File: src/rtl/serial_adder.sv
// Bit-serial adder: one full-add step per clock, LSB first, with a single carry flop.
// sum/cout are registered and only update when the last bit has been processed.
module serial_adder #(
  parameter int unsigned WIDTH = 8
) (
  input  logic             clk,
  input  logic             rst_n,
  input  logic             start,
  input  logic [WIDTH-1:0] a,
  input  logic [WIDTH-1:0] b,
  input  logic             cin,
  output logic             busy,
  output logic             done,
  output logic [WIDTH-1:0] sum,
  output logic             cout
);

  localparam int unsigned CW = $clog2(WIDTH);

  typedef enum logic [1:0] {
    IDLE = 2'd0,
    RUN  = 2'd1,
    DONE = 2'd2
  } state_e;

  state_e           state_q, state_d;
  logic [WIDTH-1:0] a_sh_q, a_sh_d;
  logic [WIDTH-1:0] b_sh_q, b_sh_d;
  logic [WIDTH-1:0] res_q, res_d;
  logic [WIDTH-1:0] sum_q, sum_d;
  logic             carry_q, carry_d;
  logic             cout_q, cout_d;
  logic [CW-1:0]    cnt_q, cnt_d;
  logic             bit_s;
  logic             carry_n;
  logic             load;

  always_comb begin
    state_d = state_q;
    a_sh_d  = a_sh_q;
    b_sh_d  = b_sh_q;
    res_d   = res_q;
    sum_d   = sum_q;
    carry_d = carry_q;
    cout_d  = cout_q;
    cnt_d   = cnt_q;
    load    = 1'b0;

    bit_s   = a_sh_q[0] ^ b_sh_q[0] ^ carry_q;
    carry_n = (a_sh_q[0] & b_sh_q[0]) | (carry_q & (a_sh_q[0] ^ b_sh_q[0]));

    case (state_q)
      IDLE: begin
        if (start) load = 1'b1;
      end
      RUN: begin
        res_d   = {bit_s, res_q[WIDTH-1:1]};
        a_sh_d  = a_sh_q >> 1;
        b_sh_d  = b_sh_q >> 1;
        carry_d = carry_n;
        cnt_d   = cnt_q + 1'b1;
        if (cnt_q == CW'(WIDTH - 1)) begin
          sum_d   = {bit_s, res_q[WIDTH-1:1]};
          cout_d  = carry_n;
          state_d = DONE;
        end
      end
      DONE: begin
        if (start) load = 1'b1;
        else       state_d = IDLE;
      end
      default: state_d = IDLE;
    endcase

    // Loading is shared by IDLE and DONE so back-to-back starts skip IDLE.
    if (load) begin
      a_sh_d  = a;
      b_sh_d  = b;
      carry_d = cin;
      res_d   = '0;
      cnt_d   = '0;
      state_d = RUN;
    end
  end

  always_ff @(posedge clk or negedge rst_n) begin
    if (!rst_n) begin
      state_q <= IDLE;
      a_sh_q  <= '0;
      b_sh_q  <= '0;
      res_q   <= '0;
      sum_q   <= '0;
      carry_q <= 1'b0;
      cout_q  <= 1'b0;
      cnt_q   <= '0;
    end else begin
      state_q <= state_d;
      a_sh_q  <= a_sh_d;
      b_sh_q  <= b_sh_d;
      res_q   <= res_d;
      sum_q   <= sum_d;
      carry_q <= carry_d;
      cout_q  <= cout_d;
      cnt_q   <= cnt_d;
    end
  end

  assign busy = (state_q == RUN);
  assign done = (state_q == DONE);
  assign sum  = sum_q;
  assign cout = cout_q;

endmodule

File: config.mk
export PLATFORM = sky130hd
export DESIGN_NAME = serial_adder
export DESIGN_NICKNAME = d
export VERILOG_FILES = /design/src/rtl/serial_adder.sv
export SDC_FILE = /design/constraint.sdc
export NUM_CORES = 1
export LEC_CHECK = 0
export BUFFER_PORTS_ARGS = -buffer_cell sky130_fd_sc_hd__buf_2
export CORE_MARGIN = 10
export CORE_UTILIZATION = 35
export DETAILED_ROUTE_END_ITERATION = 10
export HOLD_SLACK_MARGIN = 0.06
export PLACE_DENSITY = 0.55
export SYNTH_ARGS = -nofsm -noshare
export SYNTH_HDL_FRONTEND = slang
export SYNTH_SLANG_ARGS = --single-unit
File: constraint.sdc
create_clock -name clk -period 1.68 [get_ports clk]
set_input_delay 0.084 -clock clk [delete_from_list [all_inputs] [get_ports clk]]
set_output_delay 0.084 -clock clk [all_outputs]
set_load 0.005 [all_outputs]
==> flow_metrics.tcl <==
set metrics [dict create \
    yosys.area.top_type "dfrtp_1" \
    pwr-share-seq_pct 43.1 \
    period_minus_slack_ns 1.49 \
    drtPass1Iterations 2 \
    syn_nets 188 \
    setup_tns_ns 0 \
    p_clk_share_pct 16.9 \
    grt_pass1_wl_um 6600 \
    max-cap-violations 0 \
    drive_gt1_share_pct 31.3 \
    r2r_cells 4 \
    grt-ovfl-total 0 \
    initial_core_util_pct 35.8 \
    rsz0062_at_grt "no" \
    antenna_found_initial 0 \
    clockBufferDepth 2 \
    fin_skew_ns 0.00577 \
    die-width_um 94.8 \
    grt_max_degree 26 \
    cp.arrival_ns 1.40 \
    io_pins 31 \
    syn_area_um2 1960 \
    cp-start-kind "flop" \
    wire_per_inst_um 13.7 \
    holdCritStartpoint "b[3]" \
    vias_per_cell 4.78 \
    nets 223 \
    gp_congestion 0.735 \
    worstMarginPinSlew_ns 0.457 \
    drt_iter0_markers 58 \
    finalCritPeriodShare_pct 88.4 \
    p_sw_w 0.00124 \
    status "finished clean" \
    power_frac_comb_pct 39.9 \
    dp_hpwl_um 2700 \
    most-common-layout-cells "dfrtp_1 (38), buf_2 (30), nor2b_1 (17), mux2i_1 (17), a21oi_1 (16)" \
    cts_num_sinks 38 \
    slew_viol_final 0 \
    post_synth_num_cell_types 23 \
    slew_headroom_pct 69.5 \
    antennaDiodeCount 0 \
    cp_max_fo 17 \
    p_sw_share_pct 32.9 \
    core_um2 5470 \
    max_clock_freq_mhz 673 \
    final-hold-violation-count 0 \
    synth_top_area_share_pct 48.6 \
    internal_power_w 0.00253 \
    port_buffers 30 \
    r2r_setup_slack_ns 0.20 \
    power_leakage_nw 1.05 \
    vdd_drop_max_mv 0.656 \
    num_vias 1304 \
    drcViolationCount 0 \
    numCtsBuffers 5 \
    htreeDepth 2 \
    syn_area_per_cell_um2 11.9 \
    r2r_start "cnt_q[0]$_DFFE_PN0P_" \
    drtAntennaViolNets 0 \
    cp-end-kind "output pin" \
    grt_pass1_vias 1405 \
    p_total_w 0.00377 \
    clk_pin_slew_worst_paths_ns 0.07 \
    setup_viol 0 \
    critPathKind "flop to output pin" \
    postRouteWirelength_um 3740 \
    grt_usage_pct 8.96 \
    cts_setup_buffers 0 \
    die_h_um 94.8 \
    synth-seq-cells 38 \
    synthToLayoutAreaGrowth_pct 16.4 \
    mostFrequentLayoutCell "dfrtp_1" \
    yosys-top-cells-area "dfrtp_1 (49%), mux2i_1 (8.7%), a211oi_1 (5.8%)" \
    cts_tree "done" \
    synthCells 165 \
    yosysSeqAreaShare_pct 48.6 \
    r2r_end "sum[0]$_DFFE_PN0P_" \
    rows 27 \
    power_density_nw_per_um2 1660 \
    holdPathEnd "b_sh_q[3]$_DFFE_PN0P_" \
    whs_path_depth 3 \
    synth_warnings 0 \
    hold_path.class "primary input to flop" \
    clk_latency_ns 0.28 \
    crit_required_ns 1.60 \
    fin_util_pct 41.6 \
    die_area_um2 8990 \
    cts_root_buffer "clkbuf_8" \
]
-- worst max path at each step --
stage	from	end	slack, ns
final	state_q[1]$_DFFE_PN0P_	done	0.19
after global routing	state_q[1]$_DFFE_PN0P_	done	0.11
after CTS	cnt_q[0]$_DFFE_PN0P_	sum[0]$_DFFE_PN0P_	0.18
after detailed placement	cnt_q[0]$_DFFE_PN0P_	sum[0]$_DFFE_PN0P_	0.19
after global placement	cnt_q[0]$_DFFE_PN0P_	sum[0]$_DFFE_PN0P_	0.21
after floorplan	cnt_q[0]$_DFFE_PN0P_	sum[3]$_DFFE_PN0P_	0.24
-- flip-flops by register name, indices dropped and copies added, names as in the netlist --
register and flops:
a_sh_q 8, b_sh_q 8, sum 8, res_q 7, cnt_q 3, state_q 2, carry_q 1, cout 1
-- per-stage QoR --
| step | area [um^2] | setup slack [ns] | hold WS (ns) | cells |
|---|---|---|---|---|
| 6_report | 2280 | 0.194 | 0.0733 | 273 |
| 5_1_grt | 2280 | 0.109 | 0.0732 | 273 |
| 4_1_cts | 2280 | 0.179 | 0.0659 | 273 |
| 3_5_place_dp | 2180 | 0.192 | 0.0554 | 264 |
| 3_3_place_gp | 2180 | 0.212 | 0.0549 | 264 |
| 2_1_floorplan | 1960 | 0.242 | -0.212 | 165 |
-- Yosys cell counts (all sizes together) --
master  instances
a211oi         15
xnor2           1
nand3           2
nor2            3
a22o           10
fa              1
nand3b          1
buf            12
mux2           14
o21ai           6
ha              2
nor2b          17
inv             5
dfrtp          38
nand2           4
a21oi          16
clkbuf          1
mux2i          17
-- critical path, cell delays in order, from the launching register on --
cell and delay, ns:
dfrtp_1 0.52, buf_4 0.33, nor2b_1 0.16, buf_2 0.12
-- repair_timing --
item	in CTS	in global routing
endpoints found under the hold margin	18	0
gates resized for setup	0	0
hold buffers	1	0
-- per-layer routing --
metal	wire (um)	GRT usage (%)	share of wire [%]
met2	1740	14.3	46
met1	1790	11.3	48
met3	204	3.01	5.5
met5	0	0	0
met4	13	2.62	0.35
-- cell type report --
cell class / instances / area, um^2
Timing Repair Buffer: 41 / 248
Clock inverter: 1 / 5.00
Sequential cell: 38 / 951
Multi-Input combinational cell: 109 / 880
Fill cell: 556 / 3190
Clock buffer: 7 / 86.3
Tap cell: 72 / 90.1
Inverter: 5 / 18.8
-- power groups by stage --
stage,combinational [W],sequential (W),clock (W)
after floorplan,0.00123,0.00157,0
after global placement,0.00150,0.00165,0
after detailed placement,0.00153,0.00165,0
after CTS,0.00154,0.00164,0.000665
after global routing,0.00171,0.00170,0.000711
final,0.00151,0.00163,0.000638
-- cells by family (layout without fill, tap and decap cells) --
family	Yosys count	after routing	share of synthesized area, %
xor gates and xnor gates	1	1	0.447
AOI/OAI and AO/OA	47	47	15.8
buffers and inverters	18	54	6.52
adders and majority gates	3	3	2.30
muxes	31	31	17.9
and+or+nand+nor	27	27	8.43
DFF	38	38	48.6
Note: power is estimated with default switching activity, not from simulation.
